**config.mk**
```make
export PLATFORM = sky130hd
export DESIGN_NAME = uart_rx
export DESIGN_NICKNAME = d
export VERILOG_FILES = /design/src/rtl/uart_rx.sv
export SDC_FILE = /design/constraint.sdc
export NUM_CORES = 1
export LEC_CHECK = 0
export CELL_PAD_IN_SITES_DETAIL_PLACEMENT = 1
export CELL_PAD_IN_SITES_GLOBAL_PLACEMENT = 1
export CORE_UTILIZATION = 50
export CTS_CLUSTER_DIAMETER = 80
export DETAILED_ROUTE_END_ITERATION = 6
export PLACE_DENSITY_LB_ADDON = 0.1
export SLEW_MARGIN = 20
export SYNTH_ARGS = -nofsm -noshare
export SYNTH_HDL_FRONTEND = slang
export SYNTH_SLANG_ARGS = --single-unit
```
**constraint.sdc**
```tcl
create_clock -name clk -period 3.35 [get_ports clk]
set_input_delay 0.8375 -clock clk [delete_from_list [all_inputs] [get_ports clk]]
set_output_delay 0.8375 -clock clk [all_outputs]
set_load 0.02 [all_outputs]
```
**src/rtl/uart_rx.sv**
```systemverilog
// 8N1 serial receiver with oversampled mid-bit sampling, a two-flop input synchronizer and break handling.
// Define UART_RX_PARITY_EN to add an even-parity bit between the data bits and the stop bit.
module uart_rx #(
    parameter int CLK_FREQ   = 50_000_000,
    parameter int BAUD_RATE  = 9600,
    parameter int OVERSAMPLE = 16
) (
    input  logic       clk,
    input  logic       rst_n,
    input  logic       rx,
    output logic [7:0] rx_data,
    output logic       rx_valid,
    output logic       rx_frame_err,
    output logic       rx_parity_err,
    output logic       rx_busy
);

    localparam int TICK_DIV = CLK_FREQ / (BAUD_RATE * OVERSAMPLE);
    localparam int TICK_W   = (TICK_DIV > 1) ? $clog2(TICK_DIV) : 1;
    localparam int SAMP_W   = $clog2(OVERSAMPLE);

    localparam logic [TICK_W-1:0] TICK_LAST = TICK_W'(TICK_DIV - 1);
    localparam logic [SAMP_W-1:0] SAMP_MID  = SAMP_W'(OVERSAMPLE / 2 - 1);
    localparam logic [SAMP_W-1:0] SAMP_LAST = SAMP_W'(OVERSAMPLE - 1);

    typedef enum logic [2:0] {
        S_IDLE,
        S_START,
        S_DATA,
        S_PARITY,
        S_STOP,
        S_BREAK
    } state_t;

    logic              rx_meta_q;
    logic              rx_s_q;
    logic [TICK_W-1:0] tick_cnt_q;
    logic              tick;

    state_t            state_q,  state_d;
    logic [SAMP_W-1:0] samp_q,   samp_d;
    logic [2:0]        bit_q,    bit_d;
    logic [7:0]        shift_q,  shift_d;
    logic [7:0]        data_q,   data_d;
    logic              valid_q,  valid_d;
    logic              ferr_q,   ferr_d;
`ifdef UART_RX_PARITY_EN
    logic              perr_q,   perr_d;
    logic              par_bad_q, par_bad_d;
`endif

    // Synchronizer flops reset to the idle level so reset release never looks like a start bit.
    always_ff @(posedge clk or negedge rst_n) begin
        if (!rst_n) begin
            rx_meta_q <= 1'b1;
            rx_s_q    <= 1'b1;
        end else begin
            rx_meta_q <= rx;
            rx_s_q    <= rx_meta_q;
        end
    end

    always_ff @(posedge clk or negedge rst_n) begin
        if (!rst_n) begin
            tick_cnt_q <= '0;
        end else if (tick) begin
            tick_cnt_q <= '0;
        end else begin
            tick_cnt_q <= tick_cnt_q + TICK_W'(1);
        end
    end

    assign tick = (tick_cnt_q == TICK_LAST);

    always_ff @(posedge clk or negedge rst_n) begin
        if (!rst_n) begin
            state_q   <= S_IDLE;
            samp_q    <= '0;
            bit_q     <= '0;
            shift_q   <= '0;
            data_q    <= '0;
            valid_q   <= 1'b0;
            ferr_q    <= 1'b0;
`ifdef UART_RX_PARITY_EN
            perr_q    <= 1'b0;
            par_bad_q <= 1'b0;
`endif
        end else begin
            state_q   <= state_d;
            samp_q    <= samp_d;
            bit_q     <= bit_d;
            shift_q   <= shift_d;
            data_q    <= data_d;
            valid_q   <= valid_d;
            ferr_q    <= ferr_d;
`ifdef UART_RX_PARITY_EN
            perr_q    <= perr_d;
            par_bad_q <= par_bad_d;
`endif
        end
    end

    always_comb begin
        state_d   = state_q;
        samp_d    = samp_q;
        bit_d     = bit_q;
        shift_d   = shift_q;
        data_d    = data_q;
        valid_d   = 1'b0;
        ferr_d    = 1'b0;
`ifdef UART_RX_PARITY_EN
        perr_d    = 1'b0;
        par_bad_d = par_bad_q;
`endif
        unique case (state_q)
            S_IDLE: begin
                if (!rx_s_q) begin
                    samp_d  = '0;
                    state_d = S_START;
                end
            end
            S_START: begin
                if (tick) begin
                    if (samp_q == SAMP_MID) begin
                        if (rx_s_q) begin
                            state_d = S_IDLE;
                        end else begin
                            samp_d  = '0;
                            bit_d   = '0;
                            state_d = S_DATA;
                        end
                    end else begin
                        samp_d = samp_q + SAMP_W'(1);
                    end
                end
            end
            // From here on every sample point sits one full bit after the previous mid-bit.
            S_DATA: begin
                if (tick) begin
                    if (samp_q == SAMP_LAST) begin
                        samp_d  = '0;
                        shift_d = {rx_s_q, shift_q[7:1]};
                        bit_d   = bit_q + 3'd1;
                        if (bit_q == 3'd7) begin
`ifdef UART_RX_PARITY_EN
                            state_d = S_PARITY;
`else
                            state_d = S_STOP;
`endif
                        end
                    end else begin
                        samp_d = samp_q + SAMP_W'(1);
                    end
                end
            end
`ifdef UART_RX_PARITY_EN
            S_PARITY: begin
                if (tick) begin
                    if (samp_q == SAMP_LAST) begin
                        samp_d    = '0;
                        par_bad_d = ^{shift_q, rx_s_q};
                        state_d   = S_STOP;
                    end else begin
                        samp_d = samp_q + SAMP_W'(1);
                    end
                end
            end
`endif
            S_STOP: begin
                if (tick) begin
                    if (samp_q == SAMP_LAST) begin
                        samp_d = '0;
`ifdef UART_RX_PARITY_EN
                        perr_d = par_bad_q;
                        if (rx_s_q) begin
                            if (!par_bad_q) begin
                                data_d  = shift_q;
                                valid_d = 1'b1;
                            end
                            state_d = S_IDLE;
                        end else begin
                            ferr_d  = 1'b1;
                            state_d = S_BREAK;
                        end
`else
                        if (rx_s_q) begin
                            data_d  = shift_q;
                            valid_d = 1'b1;
                            state_d = S_IDLE;
                        end else begin
                            ferr_d  = 1'b1;
                            state_d = S_BREAK;
                        end
`endif
                    end else begin
                        samp_d = samp_q + SAMP_W'(1);
                    end
                end
            end
            // A line held low must return high before another start bit is accepted.
            S_BREAK: begin
                if (rx_s_q) begin
                    state_d = S_IDLE;
                end
            end
            default: begin
                state_d = S_IDLE;
            end
        endcase
    end

    assign rx_data      = data_q;
    assign rx_valid     = valid_q;
    assign rx_frame_err = ferr_q;
    assign rx_busy      = (state_q != S_IDLE);
`ifdef UART_RX_PARITY_EN
    assign rx_parity_err = perr_q;
`else
    assign rx_parity_err = 1'b0;
`endif

endmodule

```
* Yosys cells after proc, flatten, opt, wreduce, memory -nomap -nowiden
Cells that the tools add are included.
** Word-level totals
- Output and inout bits :: 12
- Logic and storage cells :: 75
- Register bits after elaboration :: 39
- Bits of input ports :: 3
** Operators by class
- Mux-type cells :: 33
- Equality and inequality tests :: 19
- Add/sub/neg operators :: 3
- Reductions and logical operators :: 10
** Operators with widths (count)
- 2-to-1 mux 3 bit :: 15
- 2-to-1 mux 4 bit :: 5
- inequality test 2 bit, second input constant :: 10
- case mux 3 bit (5 select lines) :: 1
- case mux 4 bit (3 select lines) :: 1
- adder 9 x 1 -> 9 bit, second input constant :: 1
- equality test 3 bit, second input constant :: 3
- equality test 9 bit, second input constant :: 1
- 2-to-1 mux 9 bit :: 1
- AND reduction 9 bit :: 1
- 2-to-1 mux 1 bit :: 8
- case mux 3 bit (2 select lines) :: 1
- AND reduction 3 bit :: 2
- AND reduction 6 bit :: 1
- nonzero test 3 bit :: 2
- adder 4 x 1 -> 4 bit, second input constant :: 1
- equality test 4 x 3 -> 1 bit, second input constant :: 1
- equality test 4 bit, second input constant :: 1
- AND reduction 4 bit :: 1
- adder 3 x 1 -> 3 bit, second input constant :: 1
- equality test 3 x 1 -> 1 bit, second input constant :: 1
- equality test 3 x 2 -> 1 bit, second input constant :: 1
- zero test 3 bit :: 1
- 2-to-1 mux 2 bit :: 1
- 3 further kinds :: 3

* Longest topological paths before layout
Gate-level depths: netlist of run 1.
- Depth in word-level cells :: 5
- Gate-level depth with buffers :: 7
- Gate-level depth less buffers :: 6

* Worst setup path before layout of run 1
OpenSTA, ideal clock, no wires.
- Path kind :: reg2out
- Start :: reg state_q[0]
- End :: out rx_busy
- Buffers on the path :: 2
- Setup slack :: 1.456 ns
- Cell stages (with the launch flop) :: 5
- Arrival :: 1.056 ns
- Required time :: 2.513 ns
- Cells stage by stage :: dfrtp_1 -> clkbuf_1 -> clkbuf_1 -> nor3_1 -> inv_1
** On the way
- Longest elaborated chain between the ends :: 1
** RTL lines
- from (decl) :: line 40 : state_t state_q, state_d;
- from (signal assigned) :: line 89 : state_q <= state_d;
- nonzero test 3 bit :: line 215 : assign rx_busy = (state_q != S_IDLE);
- to (decl) :: line 15 : output logic rx_busy
No other way between the ends.

* Worst setup path after layout of run 1
Ends and elaborated chain as after synthesis.

==> impl_metrics.ini, run 1 <==
[clock_network]
postCtsResizedCells = 0
clk_latency_ps = 300
clock-root-buffer = sky130_fd_sc_hd__clkbuf_8
number_of_post_cts_setup_repair_buffers = 0
tritoncts = done
cts_max_level = 2
cts-root-to-sink-buffers = 2
cts.reportedPaths.clkPinSlew_ps = 80
numCtsBuffers = 5
cts_sinks = 39
postCtsHoldBufs = 0

[floorplan]
die_w_um = 63.51
floorplan.core_area_mm2 = 0.003468
floorplan.rows = 21
start_util = 0.5455
design.portCount = 15
fp.dieArea_mm2 = 0.004034
die_h_um = 63.51

[synth]
syn_nets = 169
yosys-top-cells-count = 37 x sky130_fd_sc_hd__dfrtp_1, 18 x sky130_fd_sc_hd__mux2_2, 11 x sky130_fd_sc_hd__nor2_1
synth-edff-count = 0
yosys.area_share.adder = 0.03307
post_synth_num_cell_types = 45
synth-main-ff-cell = sky130_fd_sc_hd__dfrtp_1
number_of_instances_in_the_synthesized_netlist = 161
synth_top_family_by_area = simple AND/OR/NAND/NOR gates
synthArstFlopShare = 1.000
synth_compound_gate_area_share = 0.07870
syn-cell-area_mm2 = 0.001892
synth.most_common_cell = sky130_fd_sc_hd__dfrtp_1
synth_simple_gate_area_share = 0.1660
synth_top_area_cell = sky130_fd_sc_hd__dfrtp_1
synthesis.yosys.warnings = 0
synth.top_cells.by_area = sky130_fd_sc_hd__dfrtp_1 49%, sky130_fd_sc_hd__mux2_2 11%, sky130_fd_sc_hd__ha_1 3.3%, sky130_fd_sc_hd__dfstp_2 2.8%, sky130_fd_sc_hd__xor2_1 2.8%
synth_xor_xnor_area_share = 0.05093
synth_top_area_share = 0.4894
synth-seq-cells = 39
post_synth_mux_area_share = 0.1071
syn_area_per_cell_um2 = 11.75
synth_seq_area_share = 0.5172

[job]
maxCapViolCount = 0

[global_routing]
grt_util_overall = 0.2146
grt_pass1_wl_um = 6534
global_route.overflow_total = 0
first_global_vias = 1329
antenna_found_initial = 0
grt_start_max_net_pins = 40

[place]
pre_cts_ws_ps = 1050
place.port_buffers = 13
finalWeightedCongestion = 0.7854
dp_hpwl_um = 2669

[routing]
dr.first_iter.drc_count = 125
ant_nets = 0
routedWlPerCell_um = 17.31
drt-total-wl_um = 3790
dr_total_vias = 1256
route.detailed.vias_per_inst = 5.735
drt_pre_antenna_iters = 4
route.detailed.drc = 0

[pwr]
netSwitchingFraction = 0.2200
power_density_over_the_cells_mw_per_mm2 = 379.4
fin_total_pwr_uw = 797.9
clock_power_share = 0.389
ir_drop_v = 0.0002420
intPower_uw = 622.4
p_sw_uw = 175.5
share_seq_of_total_power = 0.595
combinationalPowerShare = 0.016
power_leakage_uw = 0.0009780

[worst_setup_path]
crit_path_top_delay_cell = sky130_fd_sc_hd__dfrtp_1
timing.critical_path.from_type = flop
crit_path_end_kind = primary output
rr_endpoint = shift_q[6]
r2r_slack_ps = 1060
timing.critical_path.required_ps = 2510
worstPathArrival_ps = 1780
path_max_fanout = 17
critical_path_class = reg2out
slowest_delay_ps = 570
timing.rr.start = state_q[1]
r2r_cells = 3
worstPathCellList = nor3_1 > inv_1 > clkdlybuf4s50_1

[layout]
layout-area-overhead-vs-synth_pct = 11.18
fraction_of_layout_instances_using_a_drive_strength_above_1 = 0.1908
n_antenna_cell = 0
fin_nets = 180

[sta]
final_hold_viol_count = 0
finalSetupTns_ps = 0
timing.slew.headroom = 0.4157
worst_slack_ps = 731.1
slew_violations = 0
fin_crit_sh = 0.7818
endpoints_failing_setup = 0
rsz0062_at_grt = no
worst-slew-pin-transition_ps = 876.5
max_freq_mhz = 381.8
fin_crit_ps = 2619
clock-skew-final_ps = 13.02

[worst_hold_path]
holdCritPathClass = reg2reg
hold_end = rx_s_q
timing.hold.worst.start = rx_meta_q
timing.hold.worst_path_depth = 0

[status]
status = finished, final reports clean
-- power groups by stage --
| stage | Combinational, uW | Clock (uW) | Sequential, uW |
|---|---|---|---|
| 2_1_floorplan | 5.42 | 0 | 482 |
| 3_5_place_dp | 13.6 | 0 | 484 |
| 6_report | 13.1 | 310 | 475 |
| 5_1_grt | 15.6 | 335 | 475 |
| 3_3_place_gp | 12.9 | 0 | 484 |
| 4_1_cts | 13.7 | 317 | 475 |
-- placed cells by master, fill, tap and decap left out, types with 3 or more instances in the layout --
cell type,synthesis,layout
sky130_fd_sc_hd__xnor2_1,5,5
sky130_fd_sc_hd__nor2_1,11,11
sky130_fd_sc_hd__nand2_1,6,6
sky130_fd_sc_hd__mux2_2,18,18
sky130_fd_sc_hd__nor2b_1,5,5
sky130_fd_sc_hd__dfrtp_1,37,37
sky130_fd_sc_hd__nand3_1,5,5
sky130_fd_sc_hd__o21ai_0,5,5
sky130_fd_sc_hd__clkdlybuf4s50_1,0,12
sky130_fd_sc_hd__nor3_1,3,3
sky130_fd_sc_hd__ha_1,5,5
sky130_fd_sc_hd__inv_1,8,8
sky130_fd_sc_hd__clkbuf_8,0,5
sky130_fd_sc_hd__xor2_1,6,6
-- metal layers --
layer | global-route usage | part of all wire | vias up
li1 | - | - | 593
met1 | 0.2654 | 0.45 | 641
met2 | 0.3644 | 0.51 | 15
met3 | 0.04891 | 0.025 | 7
met4 | 0.07670 | 0.015 | 0
met5 | 0 | 0 | -
-- worst max path at each step --
stage          endpoint  depth (start not counted)       start  slack [ps]
2_1_floorplan   rx_busy                          4  state_q[0]        1460
3_3_place_gp    rx_busy                          3  state_q[0]        1130
5_1_grt         rx_busy                          3  state_q[0]         620
3_5_place_dp    rx_busy                          3  state_q[0]        1050
4_1_cts         rx_busy                          3  state_q[0]         730
6_report        rx_busy                          3  state_q[0]         730
-- final cells by class --
type / count / area [um^2]
fill: 372 / 1365
sequential: 39 / 978.4
multi-input combinational: 105 / 828.3
timing repair buffer: 13 / 125.1
clock buffer: 7 / 76.32
tap: 46 / 57.56
inverter: 8 / 30.03
clock inverter: 1 / 7.507
-- worst max-delay path, delay by kind of cell (launching register included) --
| family | cells | cell delay (ps) |
|---|---|---|
| and+or+nand+nor | 1 | 310 |
| buffers and inverters | 2 | 600 |
| DFF | 1 | 570 |
-- kinds of logic (layout without fill, tap and decap cells) --
| kind of cell | after synthesis | count (layout) |
|---|---|---|
| other | 1 | 1 |
| DFF | 39 | 39 |
| AOI/OAI and AO/OA | 20 | 20 |
| and+or+nand+nor | 50 | 50 |
| adders and majority gates | 5 | 5 |
| xor gates and xnor gates | 11 | 11 |
| buffers and inverters | 17 | 29 |
| muxes | 18 | 18 |
-- sequential cells by signal, summed over array words and instances (netlist names) --
signal,flops
tick_cnt_q,9
rx_data,8
rx_meta_q,1
rx_frame_err,1
rx_s_q,1
rx_valid,1
bit_q,3
samp_q,4
shift_q,8
state_q,3
-- stage by stage --
step / util / hold slack (ps) / instances / cell area (um^2)
after global routing: 0.6064 / 362.3 / 219 / 2103
after detailed placement: 0.5823 / 349.0 / 211 / 2019
after global placement: 0.5823 / 349.0 / 211 / 2019
final: 0.6064 / 358.6 / 219 / 2103
after CTS: 0.6064 / 359.5 / 219 / 2103
after floorplan: - / 345.2 / 161 / 1892
Power figures use the tool's default switching activity.
==> run 2: changes to the inputs <==
--- a/config.mk
+++ b/config.mk
@@ -7,7 +7,7 @@
 export LEC_CHECK = 0
 export CELL_PAD_IN_SITES_DETAIL_PLACEMENT = 1
 export CELL_PAD_IN_SITES_GLOBAL_PLACEMENT = 1
-export CORE_UTILIZATION = 50
+export CORE_UTILIZATION = 46
 export CTS_CLUSTER_DIAMETER = 80
 export DETAILED_ROUTE_END_ITERATION = 6
 export PLACE_DENSITY_LB_ADDON = 0.1
==> constraint.sdc (replaced) <==
create_clock -name clk -period 2.55 [get_ports clk]
set_input_delay 0.6375 -clock clk [delete_from_list [all_inputs] [get_ports clk]]
set_output_delay 0.6375 -clock clk [all_outputs]
set_load 0.02 [all_outputs]
==> run 2 against run 1 <==
  * Clock power rose by 70%
  * Combinational power rose by 26%
  * Non-clock buffer count rose by 3
  * Critical path depth did not move
  * Worst hold slack improved by 5.2 ps
  * Sequential power rose by 31%
  * Setup slack got worse by 530 ps
  * Final cell count rose by 2.3%
  * First-iteration DRC count fell by 42%
  * Clock-buffer cell count fell by 1
  * Power rose by 46%
  * Design area rose by 2.8%
  * Critical endpoint unchanged
  * Largest power group unchanged
==> impl_metrics.ini, run 2 (same netlist as run 1, synthesis figures left out) <==
[layout]
largest_reg_flops = 9
layout-area-overhead-vs-synth_pct = 14.29
register_area_um2 = 978.4
layout_common_cells = 37 x sky130_fd_sc_hd__dfrtp_1, 18 x sky130_fd_sc_hd__mux2_2, 12 x sky130_fd_sc_hd__clkdlybuf4s50_1, 11 x sky130_fd_sc_hd__nor2_1, 8 x sky130_fd_sc_hd__inv_1
final-instance-count-excl-fill = 224
final_common_cell = sky130_fd_sc_hd__dfrtp_1
filler_cell_count = 400
finish.instance_area_mm2 = 0.002162
n_antenna_cell = 0
fin_nets = 183
fraction_of_layout_instances_using_a_drive_strength_above_1 = 0.2159
registers.top_by_ff_count = tick_cnt_q
multi_input_comb_area_um2 = 828.3

[floorplan]
fp.dieArea_mm2 = 0.004373
floorplan.core_area_mm2 = 0.003799
design.portCount = 15
die_h_um = 66.13
floorplan.rows = 22
start_util = 0.4980
die_w_um = 66.13

[clock_network]
cts_max_level = 2
postCtsResizedCells = 0
postCtsHoldBufs = 0
tritoncts = done
cts.reportedPaths.clkPinSlew_ps = 80
cts_sinks = 39
number_of_post_cts_setup_repair_buffers = 0
numCtsBuffers = 5
cts-root-to-sink-buffers = 2
clk_latency_ps = 290
clock-root-buffer = sky130_fd_sc_hd__clkbuf_8

[place]
dpl-instance-area_mm2 = 0.002044
dpl.cell_count = 216
place.port_buffers = 13
dp_hpwl_um = 2627
pre_cts_ws_ps = 509.9
finalWeightedCongestion = 0.7988

[sta]
slew_violations = 0
fin_crit_ps = 2349
worst_slack_ps = 200.5
worst-slew-pin-transition_ps = 827.8
timing.slew.headroom = 0.4482
final_hold_viol_count = 0
finalSetupTns_ps = 0
endpoints_failing_setup = 0
max_freq_mhz = 425.6
clock-skew-final_ps = 6.445
rsz0062_at_grt = no
fin_crit_sh = 0.9214

[routing]
routedWlPerCell_um = 16.57
drt_pre_antenna_iters = 3
dr.first_iter.drc_count = 72
dr_total_vias = 1268
ant_nets = 0
drt-total-wl_um = 3711
route.detailed.vias_per_inst = 5.661
route.detailed.drc = 0

[worst_setup_path]
critical_path_class = reg2out
crit_path_end_kind = primary output
worstPathArrival_ps = 1710
timing.critical_path.from_type = flop
path_max_fanout = 15
timing.critical_path.required_ps = 1910

[global_routing]
grt_util_overall = 0.2041
first_global_vias = 1348
antenna_found_initial = 0
grt_start_max_net_pins = 40
global_route.overflow_total = 0
grt_pass1_wl_um = 6472

[pwr]
fin_total_pwr_uw = 1167
power_leakage_uw = 0.001016
power_density_over_the_cells_mw_per_mm2 = 539.9
ir_drop_v = 0.0004670

[job]
maxCapViolCount = 0

[status]
status = finished, final reports clean

[worst_hold_path]
holdCritPathClass = reg2reg
run 2: worst paths after layout:
kind / from / endpoint / slack [ps] / cells past startpoint
max: state_q[1] / rx_busy / 200 / 3
min in group asynchronous: rst_n / samp_q[3] / 440 / 1
max in group asynchronous: rst_n / rx_data[7] / 1580 / 1
min reg2reg: rx_meta_q / rx_s_q / 360 / 0
min: rx_meta_q / rx_s_q / 360 / 0
max reg2reg: state_q[1] / shift_q[3] / 520 / 4
run 2: cell type report:
cell class | instances | share of cell area
Tap cell | 48 | 0.02778
Multi-Input combinational cell | 105 | 0.3831
Inverter | 8 | 0.01389
Clock inverter | 2 | 0.01620
Timing Repair Buffer | 16 | 0.06829
Clock buffer | 6 | 0.03819
Sequential cell | 39 | 0.4525
run 2: stage by stage:
stage	utilization	hold slack [ps]
after floorplan	-	341.9
after global placement	0.5382	348.7
after detailed placement	0.5382	350.9
after CTS	0.5692	359.9
after global routing	0.5692	358.8
final	0.5692	363.8
run 2: power by group:
group / leakage [uW] / switching, uW / internal, uW
sequential: 0.000518 / 2.68 / 621
clock: 0.0000612 / 211 / 316
combinational: 0.000436 / 13.5 / 2.99
total: 0.00102 / 227 / 940
run 2: critical path: stages, from the launching register on:
cell	delay [ps]
sky130_fd_sc_hd__dfrtp_1	530
sky130_fd_sc_hd__nor3_1	300
sky130_fd_sc_hd__inv_1	60
sky130_fd_sc_hd__clkdlybuf4s50_1	530
run 2: metal layers:
metal / vias to the layer above / track usage / wire [um]
li1: 594 / - / -
met1: 652 / 0.2545 / 1679
met2: 17 / 0.3393 / 1858
met3: 5 / 0.06034 / 115
met4: 0 / 0.06383 / 58
met5: - / 0 / 0
==> run 3: changes to the inputs <==
--- a/config.mk
+++ b/config.mk
@@ -7,11 +7,12 @@
 export LEC_CHECK = 0
 export CELL_PAD_IN_SITES_DETAIL_PLACEMENT = 1
 export CELL_PAD_IN_SITES_GLOBAL_PLACEMENT = 1
-export CORE_UTILIZATION = 46
+export CORE_UTILIZATION = 48
+export CTS_BUF_LIST = sky130_fd_sc_hd__clkbuf_8
 export CTS_CLUSTER_DIAMETER = 80
 export DETAILED_ROUTE_END_ITERATION = 6
+export HOLD_SLACK_MARGIN = 0.15
 export PLACE_DENSITY_LB_ADDON = 0.1
-export SLEW_MARGIN = 20
 export SYNTH_ARGS = -nofsm -noshare
 export SYNTH_HDL_FRONTEND = slang
 export SYNTH_SLANG_ARGS = --single-unit
==> run 3 against run 2 <==
  * Via count down 1.4%
  * Worst hold slack worse by 5.1 ps
  * Critical path type unchanged
  * Non-clock buffer count unchanged
==> impl_metrics.ini, run 3 (same netlist as run 1, synthesis figures left out) <==
[status]
status = finished, final reports clean

[place]
dp_hpwl_um = 2686
finalWeightedCongestion = 0.8153
place.port_buffers = 13
dpl.cell_count = 216
dpl-instance-area_mm2 = 0.002044

[clock_network]
postCtsHoldBufs = 0
cts_sinks = 39
clock-root-buffer = sky130_fd_sc_hd__clkbuf_8
number_of_post_cts_setup_repair_buffers = 0
cts_max_level = 2
postCtsResizedCells = 0
numCtsBuffers = 5
cts-root-to-sink-buffers = 2
cts.reportedPaths.clkPinSlew_ps = 80
clk_latency_ps = 280
tritoncts = done

[worst_setup_path]
start_point_of_the_critical_path = state_q[1]
critical_path_class = reg2out
path_max_fanout = 15
timing.critical_path.required_ps = 1910
r2r_cells = 4
crit_path_top_delay_cell = sky130_fd_sc_hd__dfrtp_1
r2r_slack_ps = 480
crit_path_end_kind = primary output
timing.critical_path.from_type = flop
timing.rr.start = state_q[1]
slowest_delay_ps = 550
rr_endpoint = shift_q[2]
worstPathCellList = nor3_1 > inv_1 > clkdlybuf4s50_1
worstPathArrival_ps = 1780

[floorplan]
fp.dieArea_mm2 = 0.004196
floorplan.core_area_mm2 = 0.003716
design.portCount = 15
start_util = 0.5091
floorplan.rows = 22
die_w_um = 64.78
die_h_um = 64.78

[layout]
layout-area-overhead-vs-synth_pct = 14.29
finish.instance_area_mm2 = 0.002162
n_antenna_cell = 0
registers.top_by_ff_count = tick_cnt_q
fraction_of_layout_instances_using_a_drive_strength_above_1 = 0.2159
fin_nets = 183
post-route-util = 0.5818
largest_reg_flops = 9
layout_common_cells = 37 x sky130_fd_sc_hd__dfrtp_1, 18 x sky130_fd_sc_hd__mux2_2, 12 x sky130_fd_sc_hd__clkdlybuf4s50_1, 11 x sky130_fd_sc_hd__nor2_1, 8 x sky130_fd_sc_hd__inv_1
final-instance-count-excl-fill = 224
final_common_cell = sky130_fd_sc_hd__dfrtp_1

[routing]
route.detailed.vias_per_inst = 5.580
route.detailed.drc = 0
routedWlPerCell_um = 16.83
dr_total_vias = 1250
dr.first_iter.drc_count = 75
ant_nets = 0
drt_pre_antenna_iters = 4
drt-total-wl_um = 3771

[global_routing]
antenna_found_initial = 0
most_used_routing_layer = met2
first_global_vias = 1406
globalRouteMet3Util = 0.02993
grt_pass1_wl_um = 6658
globalRouteMet2Util = 0.3685
global_route.overflow_total = 0
grt.met1_usage = 0.2625
grt_util_overall = 0.2111
grt_start_max_net_pins = 40

[sta]
fin_crit_ps = 2419
timing.slew.headroom = 0.4324
max_freq_mhz = 413.5
clock-skew-final_ps = 5.552
final_hold_viol_count = 0
finalSetupTns_ps = 0
fin_crit_sh = 0.9485
rsz0062_at_grt = no
worst-slew-pin-transition_ps = 851.3
slew_violations = 0
endpoints_failing_setup = 0
hold_ws_ps = 358.7

[worst_hold_path]
timing.hold.worst_path_depth = 0
holdCritPathClass = reg2reg
hold_end = rx_s_q
timing.hold.worst.start = rx_meta_q

[pwr]
power_density_over_the_cells_mw_per_mm2 = 538.2
ir_drop_v = 0.0004471
power_leakage_uw = 0.001016

[job]
maxCapViolCount = 0
-- run 3: worst max-delay path by stage --
| stage | depth (start not counted) | slack [ps] | endpoint |
|---|---|---|---|
| after floorplan | 4 | 660 | shift_q[1] |
| after global placement | 3 | 520 | rx_busy |
| after detailed placement | 3 | 460 | rx_busy |
| after CTS | 3 | 130 | rx_busy |
| after global routing | 3 | 70 | rx_busy |
| final | 3 | 130 | rx_busy |
-- run 3: where the power goes --
| group | internal (uW) | leakage, uW | total (uW) | switching (uW) |
|---|---|---|---|---|
| combinational | 2.98 | 0.000436 | 16.8 | 13.8 |
| clock | 317 | 0.0000612 | 523 | 207 |
| sequential | 621 | 0.000518 | 624 | 2.64 |
| total | 941 | 0.00102 | 1160 | 223 |
-- run 3: cell type report --
type                            instances  area (um^2)
Tap cell                               48        60.06
Inverter                                8        30.03
Fill cell                             400         1554
Clock inverter                          2        35.03
Clock buffer                            6        82.58
Multi-Input combinational cell        105        828.3
Sequential cell                        39        978.4
Timing Repair Buffer                   16        147.6
-- run 3: metrics by stage --
stage          power (uW)  setup slack (ps)
5_1_grt              1199             68.34
3_5_place_dp        653.7             455.4
4_1_cts              1182             129.7
3_3_place_gp        653.0             517.2
6_report             1164             131.3
2_1_floorplan       640.7             661.8
-- run 3: worst max-delay path, delay by kind of cell (launching register included) --
kind | cells | cell delay, ps
buffers and inverters | 2 | 600
DFF | 1 | 550
and+or+nand+nor | 1 | 340
-- run 3: routing by layer --
layer	vias up	part of all wire
met4	0	0.013
met1	635	0.45
li1	597	-
met5	-	0
met2	14	0.52
met3	4	0.019
